`config.mk`:
```
export PLATFORM = sky130hd
export DESIGN_NAME = botao_debounce_flat
export DESIGN_NICKNAME = d
export VERILOG_FILES = /design/src/rtl/botao_debounce_if.sv /design/src/rtl/botao_debounce.sv /design/src/flat_wrapper.sv
export SDC_FILE = /design/constraint.sdc
export NUM_CORES = 1
export LEC_CHECK = 0
export ABC_AREA = 1
export ABC_CLOCK_PERIOD_IN_PS = 3000
export CELL_PAD_IN_SITES_DETAIL_PLACEMENT = 0
export CELL_PAD_IN_SITES_GLOBAL_PLACEMENT = 2
export CORE_UTILIZATION = 39
export CTS_CLUSTER_DIAMETER = 150
export DETAILED_ROUTE_END_ITERATION = 16
export GPL_TIMING_DRIVEN = 0
export PLACE_DENSITY_LB_ADDON = 0.1
export SYNTH_ARGS = -nofsm -noshare
export SYNTH_HDL_FRONTEND = slang
export SYNTH_SLANG_ARGS = --single-unit
```
`constraint.sdc`:
```
create_clock -name clk -period 3 [get_ports clk]
set_input_delay 0.9 -clock clk [delete_from_list [all_inputs] [get_ports clk]]
set_output_delay 0.9 -clock clk [all_outputs]
set_load 0.1 [all_outputs]
```
`src/rtl/botao_debounce_if.sv`:
```
// botao_debounce_if: raw button lines in, debounced levels and press pulses out
interface botao_debounce_if;
  logic BotaoBruto1;
  logic BotaoBruto2;
  logic SinalBotao1;
  logic SinalBotao2;
  logic Pulso1;
  logic Pulso2;
  modport master (output BotaoBruto1, BotaoBruto2, input SinalBotao1, SinalBotao2, Pulso1, Pulso2);
  modport slave (input BotaoBruto1, BotaoBruto2, output SinalBotao1, SinalBotao2, Pulso1, Pulso2);
endinterface

```
`src/rtl/botao_debounce.sv`:
```
// botao_debounce: two-channel button synchroniser/debouncer with press pulses.
// Define BOTAO_EXCLUSAO_EN to blank both levels while both buttons are held.
module botao_debounce #(
  parameter int DEBOUNCE_CYCLES = 500000,
  parameter int CNT_W = 20
) (
  input logic clk,
  input logic rst_n,
  botao_debounce_if.slave bus
);
  typedef enum logic [1:0] {SOLTO, CONF_PRESS, PRESSIONADO, CONF_SOLTA} state_t;
  localparam logic [CNT_W-1:0] LAST = CNT_W'(DEBOUNCE_CYCLES - 1);
  logic [1:0] raw, sync1_q, sync2_q, lvl, pulse;
  assign raw = {bus.BotaoBruto2, bus.BotaoBruto1};
  always_ff @(posedge clk or negedge rst_n) begin
    if (!rst_n) begin
      sync1_q <= '0;
      sync2_q <= '0;
    end else begin
      sync1_q <= raw;
      sync2_q <= sync1_q;
    end
  end
  for (genvar c = 0; c < 2; c++) begin : g_ch
    state_t state_q, state_d;
    logic [CNT_W-1:0] cnt_q, cnt_d;
    logic pulse_q, acc_d, lvl_c;
    logic s;
    assign s = sync2_q[c];
    always_ff @(posedge clk or negedge rst_n) begin
      if (!rst_n) begin
        state_q <= SOLTO;
        cnt_q <= '0;
        pulse_q <= 1'b0;
      end else begin
        state_q <= state_d;
        cnt_q <= cnt_d;
        pulse_q <= acc_d;
      end
    end
    // counter clears on every state change, so it never carries across a bounce
    always_comb begin
      state_d = state_q;
      cnt_d = '0;
      case (state_q)
        SOLTO: state_d = s ? CONF_PRESS : SOLTO;
        CONF_PRESS:
          if (!s) state_d = SOLTO;
          else if (cnt_q == LAST) state_d = PRESSIONADO;
          else cnt_d = cnt_q + 1'b1;
        PRESSIONADO: state_d = s ? PRESSIONADO : CONF_SOLTA;
        CONF_SOLTA:
          if (s) state_d = PRESSIONADO;
          else if (cnt_q == LAST) state_d = SOLTO;
          else cnt_d = cnt_q + 1'b1;
        default: state_d = SOLTO;
      endcase
    end
    always_comb begin
      lvl_c = (state_q == PRESSIONADO) || (state_q == CONF_SOLTA);
      acc_d = (state_q == CONF_PRESS) && (state_d == PRESSIONADO);
    end
    assign lvl[c] = lvl_c;
    assign pulse[c] = pulse_q;
  end
`ifdef BOTAO_EXCLUSAO_EN
  logic lock_q, both;
  assign both = &lvl;
  always_ff @(posedge clk or negedge rst_n) begin
    if (!rst_n) lock_q <= 1'b0;
    else lock_q <= both;
  end
  // lock_q keeps the blanking one cycle past the end of the overlap
  assign bus.SinalBotao1 = lvl[0] & ~both & ~lock_q;
  assign bus.SinalBotao2 = lvl[1] & ~both & ~lock_q;
  assign bus.Pulso1 = pulse[0] & ~both & ~lock_q;
  assign bus.Pulso2 = pulse[1] & ~both & ~lock_q;
`else
  assign bus.SinalBotao1 = lvl[0];
  assign bus.SinalBotao2 = lvl[1];
  assign bus.Pulso1 = pulse[0];
  assign bus.Pulso2 = pulse[1];
`endif
endmodule
```
`src/flat_wrapper.sv`:
```
// flat-port wrapper written by rule: the top's interface ports become plain ports
module botao_debounce_flat 
#(
  parameter int DEBOUNCE_CYCLES = 500000,
  parameter int CNT_W = 20
)
  (clk, rst_n, bus_BotaoBruto1, bus_BotaoBruto2, bus_SinalBotao1, bus_SinalBotao2, bus_Pulso1, bus_Pulso2);
  botao_debounce_if bus_i ();
  input logic clk;
  input logic rst_n;
  input wire logic [$bits(bus_i.BotaoBruto1)-1:0] bus_BotaoBruto1;
  input wire logic [$bits(bus_i.BotaoBruto2)-1:0] bus_BotaoBruto2;
  output wire logic [$bits(bus_i.SinalBotao1)-1:0] bus_SinalBotao1;
  output wire logic [$bits(bus_i.SinalBotao2)-1:0] bus_SinalBotao2;
  output wire logic [$bits(bus_i.Pulso1)-1:0] bus_Pulso1;
  output wire logic [$bits(bus_i.Pulso2)-1:0] bus_Pulso2;
  assign bus_i.BotaoBruto1 = bus_BotaoBruto1;
  assign bus_i.BotaoBruto2 = bus_BotaoBruto2;
  assign bus_SinalBotao1 = bus_i.SinalBotao1;
  assign bus_SinalBotao2 = bus_i.SinalBotao2;
  assign bus_Pulso1 = bus_i.Pulso1;
  assign bus_Pulso2 = bus_i.Pulso2;
  botao_debounce #(.DEBOUNCE_CYCLES(DEBOUNCE_CYCLES), .CNT_W(CNT_W)) u_core (.clk(clk), .rst_n(rst_n), .bus(bus_i));
endmodule
```
== Word level (Yosys, flattened, before mapping) ==
Cells that the tools add are included.
Widths: inputs -> output; s select.

* Bits of input ports: 4
* Output and inout bits: 4
* Logic and storage cells: 48
* Bits in registers: 50

* $add $sub $neg: 2
* Mux-type cells: 22
* Reductions and logical operators: 6
* Equal/unequal tests: 10

{| class="wikitable"
|+ Operator list
! operator !! number
|-
| $mux 20 || 6
|-
| $pmux 20 s2 || 2
|-
| $add 20x1->20 const B || 2
|-
| $eq 20x19->1 const B || 2
|-
| $mux 2 || 8
|-
| $pmux 2 s4 || 2
|-
| $eq 2x2->1 const B || 6
|-
| $eq 2x1->1 const B || 2
|-
| $logic_not 2->1 || 2
|-
| $mux 1 || 4
|-
| $logic_and 1x1->1 || 2
|-
| $logic_or 1x1->1 || 2
|}

== Logic depth before layout (Yosys ltp) ==
* Word-level depth: 6
* Depth in mapped cells: 9
* Gate-level depth less buffers: 8

== Worst setup path before layout ==
No wires, ideal clock.

* Path kind: flip-flop to output port
* Start point: register u_core.g_ch[0].state_q[1]
* End point: output port bus_SinalBotao1
* Arrival: 1.225 ns
* Data required time: 2.100 ns
* Path buffers: 1
* Slack: 0.875 ns
* Stages on the path, launching flop included: 2
* Cells stage by stage: dfrtp_1 > clkbuf_1

* Cells in the longest elaborated chain, start to end: 2
* Elaborated cells on any way between the ends: 3
* Those cells by class: eq/ne: 2; reduce/logical: 1

{| class="wikitable"
|+ Ends and longest elaborated chain
! element !! RTL line !! RTL
|-
| start, declared || botao_debounce.sv:25 || <nowiki>state_t state_q, state_d;</nowiki>
|-
| start signal, assigned || botao_debounce.sv:36 || <nowiki>state_q <= state_d;</nowiki>
|-
| $eq 2x2->1 || botao_debounce.sv:60 || <nowiki>lvl_c = (state_q == PRESSIONADO) || (state_q == CONF_SOLTA);</nowiki>
|-
| $logic_or 1x1->1 (*) || botao_debounce.sv:60 ||
|-
| end, declared || flat_wrapper.sv:13 || <nowiki>output wire logic [$bits(bus_i.SinalBotao1)-1:0] bus_SinalBotao1;</nowiki>
|}

Every way passes the cells marked *; elsewhere a longest branch is shown, timed or not.

== Worst setup path after layout ==
* Start point: register u_core.g_ch[1].state_q[1]
* End point: output port bus_SinalBotao2

* Cells in the longest elaborated chain, start to end: 2
* Elaborated cells on any way between the ends: 3
* Those cells by class: eq/ne: 2; reduce/logical: 1

{| class="wikitable"
|+ Ends and longest elaborated chain
! element !! RTL line !! RTL
|-
| start, declared || botao_debounce.sv:25 ||
|-
| start signal, assigned || botao_debounce.sv:36 ||
|-
| $eq 2x2->1 || botao_debounce.sv:60 ||
|-
| $logic_or 1x1->1 (*) || botao_debounce.sv:60 ||
|-
| end, declared || flat_wrapper.sv:14 || <nowiki>output wire logic [$bits(bus_i.SinalBotao2)-1:0] bus_SinalBotao2;</nowiki>
|}

Marked as above.

==> impl_metrics.ini <==
[run_status]
outcome = finished with violations
violations = DRC

[pwr]
power_density_nw_per_um2 = 437
p_leak_nw = 1.22
irDropWorstVdd_mv = 0.250

[logic_synthesis]
synthesis.instances = 352
synthesis.area_um2 = 2650
avgSynthCellArea_um2 = 7.52
ys_seq_elements = 50
synth_nets = 358
ys_types = 23
yosysSeqAreaShare_pct = 47.3
yosys_warnings = 0

[drt]
drc = 2
wl_mm = 5.27
first_iter_violations = 75
wl_per_cell_um = 11.8
ant_nets = 0
viasPerCell = 4.62
vias = 2054
first_pass_iters = 10

[placement]
port_buffers = 7
place_hpwl_mm = 4.05
gp_congestion = 0.787

[sta]
setup_viol = 0
finalHoldViolations = 0
slew_headroom_pct = 35.7
min_period_ns = 2.93
skew_ns = 0.0122
post-route-period-util_pct = 97.6
fmax_mhz = 342
tightest_slew_ns = 0.961
fin_setup_tns_ns = 0
slew_violations = 0
rsz0062_at_grt = false

[final_layout]
fill_cells = 692
drive_above_1_share_pct = 6.52
utilization_pct = 45.9
nNetsFinal = 373
n_antenna_cell = 0
area_growth_syn_to_layout_pct = 12.1

[clock_network]
clock_sinks = 50
hold_buffers = 0
cts_buffers = 5
cts_tree = yes
cts_max_path_buffers = 2
clock-root-buffer = clkbuf_8
postCtsSetupRepairBufs = 0
htreeDepth = 2
clock_latency_ns = 0.31
ctsResizeCount = 0
clkSlewWorstSetupHoldPaths_ns = 0.10

[die]
core_area_um2 = 6460
die_w_um = 84.4
rows = 29
die_area_um2 = 7120
die_h_um = 84.4
initial_core_util_pct = 41.0
io_pins = 8

[global_route]
first_global_vias = 2012
grt_usage_pct = 16.6
grt_pass1_wl_mm = 9.25
overflow = 0
antenna_found_initial = 0
grt_max_degree = 28

[min_path]
min_path_type = flop to flop

[worst_setup_path]
startpoint_type = flop
worstPathMaxFanout = 4
end_kind = primary output
setup.worst_path.class = flop to primary output
required_ns = 2.10
crit_arrival_ns = 2.03

[job]
maxCapViolations = 0
==> power by group <==
part | leakage, nW | internal, mW | total, mW | switching [mW]
Sequential | 0.683 | 0.680 | 0.685 | 0.00503
Clock | 0.0683 | 0.334 | 0.566 | 0.232
Combinational | 0.466 | 0.0149 | 0.0443 | 0.0294
Total | 1.22 | 1.03 | 1.30 | 0.267
==> layout make-up <==
| class | instances | area [um^2] | area share (%) |
|---|---|---|---|
| buffer | 4 | 35.0 | 1.18 |
| clock buffer | 5 | 68.8 | 2.32 |
| clock inverter | 3 | 68.8 | 2.32 |
| inverter | 42 | 160 | 5.40 |
| multi-input combinational | 256 | 1200 | 40.5 |
| sequential | 50 | 1250 | 42.2 |
| tap | 77 | 96.3 | 3.25 |
| timing repair buffer | 8 | 85.1 | 2.87 |
==> kinds of logic (layout without fill, tap and decap cells) <==
| family | after synthesis | after routing | share of synthesized area (%) |
|---|---|---|---|
| simple gates | 221 | 221 | 34.4 |
| flops | 50 | 50 | 47.3 |
| buf+inv | 46 | 62 | 7.38 |
| xor+xnor | 21 | 21 | 6.95 |
| compound gates | 12 | 12 | 3.07 |
| fa+ha+maj | 2 | 2 | 0.945 |
==> layout by cell type (no fill, tap or decap), drive strengths merged <==
cell type and n:
nor2 100, nand3b 1, clkbuf 6, nand3 16, nand4 2, a21oi 7
inv 42, nor3 5, buf 4, o21ai 1, bufinv 2, clkdlybuf4s50 6
ha 2, xnor2 5, o21bai 3, nand2 97, xor2 16, clkinv 1
a21boi 1, dfrtp 50, dlygate4sd1 1
==> stage by stage <==
stage / power [mW] / cells / instance area, um^2 / setup WS [ns] / hold WS, ns
after floorplan: 0.718 / 352 / 2650 / 0.875 / 0.331
after global placement: 0.742 / 436 / 2810 / -0.546 / 0.332
after detailed placement: 0.745 / 437 / 2830 / 0.400 / 0.336
after CTS: 1.32 / 445 / 2970 / 0.0491 / 0.359
after global routing: 1.35 / 445 / 2970 / 0.0205 / 0.362
final: 1.30 / 445 / 2970 / 0.0720 / 0.356
==> worst max-delay path, cell delays in order (launching register included) <==
cell             delay, ns
dfrtp_1               0.40
dlygate4sd1_1         0.21
clkdlybuf4s50_1       1.12
==> flip-flops by register name, summed over array words and instances (netlist names) <==
| signal | cells |
|---|---|
| u_core.g_ch.state_q | 4 |
| u_core.sync2_q | 2 |
| u_core.bus.Pulso1 | 1 |
| u_core.bus.Pulso2 | 1 |
| u_core.g_ch.cnt_q | 40 |
| u_core.sync1_q | 2 |
==> synthesized netlist by cell type (all sizes together) <==
| library cell | instances | share of area [%] |
|---|---|---|
| nand3b | 1 | 0.28 |
| buf | 2 | 0.85 |
| a21oi | 7 | 1.3 |
| nor2 | 100 | 16 |
| xnor2 | 5 | 1.7 |
| nand4 | 2 | 0.47 |
| a21boi | 1 | 0.28 |
| xor2 | 16 | 5.3 |
| o21ai | 1 | 0.19 |
| dfrtp | 50 | 47 |
| nand2 | 97 | 14 |
| inv | 42 | 6.1 |
| nor3 | 5 | 0.95 |
| nand3 | 16 | 3.0 |
| o21bai | 3 | 1.3 |
| dlygate4sd1 | 1 | 0.33 |
| ha | 2 | 0.95 |
| clkbuf | 1 | 0.14 |
==> final timing paths <==
check	startpoint	endpoint	slack (ns)	depth (start not counted)
min in group asynchronous	rst_n	u_core.g_ch[0].cnt_q[4]	0.59	1
max reg2reg	u_core.g_ch[0].cnt_q[0]	u_core.g_ch[0].cnt_q[18]	1.30	7
max	u_core.g_ch[1].state_q[1]	bus_SinalBotao2	0.07	2
max in group asynchronous	rst_n	u_core.g_ch[1].cnt_q[19]	1.86	2
min	u_core.sync1_q[0]	u_core.sync2_q[0]	0.36	0
min reg2reg	u_core.sync1_q[0]	u_core.sync2_q[0]	0.36	0
==> metal layers <==
metal	up-vias	GRT usage, %	wire length [um]
met4	0	5.39	71
met3	7	3.05	84
li1	1096	-	-
met5	-	0	0
met1	943	20.4	2460
met2	8	29.4	2650
Note: power is estimated with default switching activity, not from simulation.
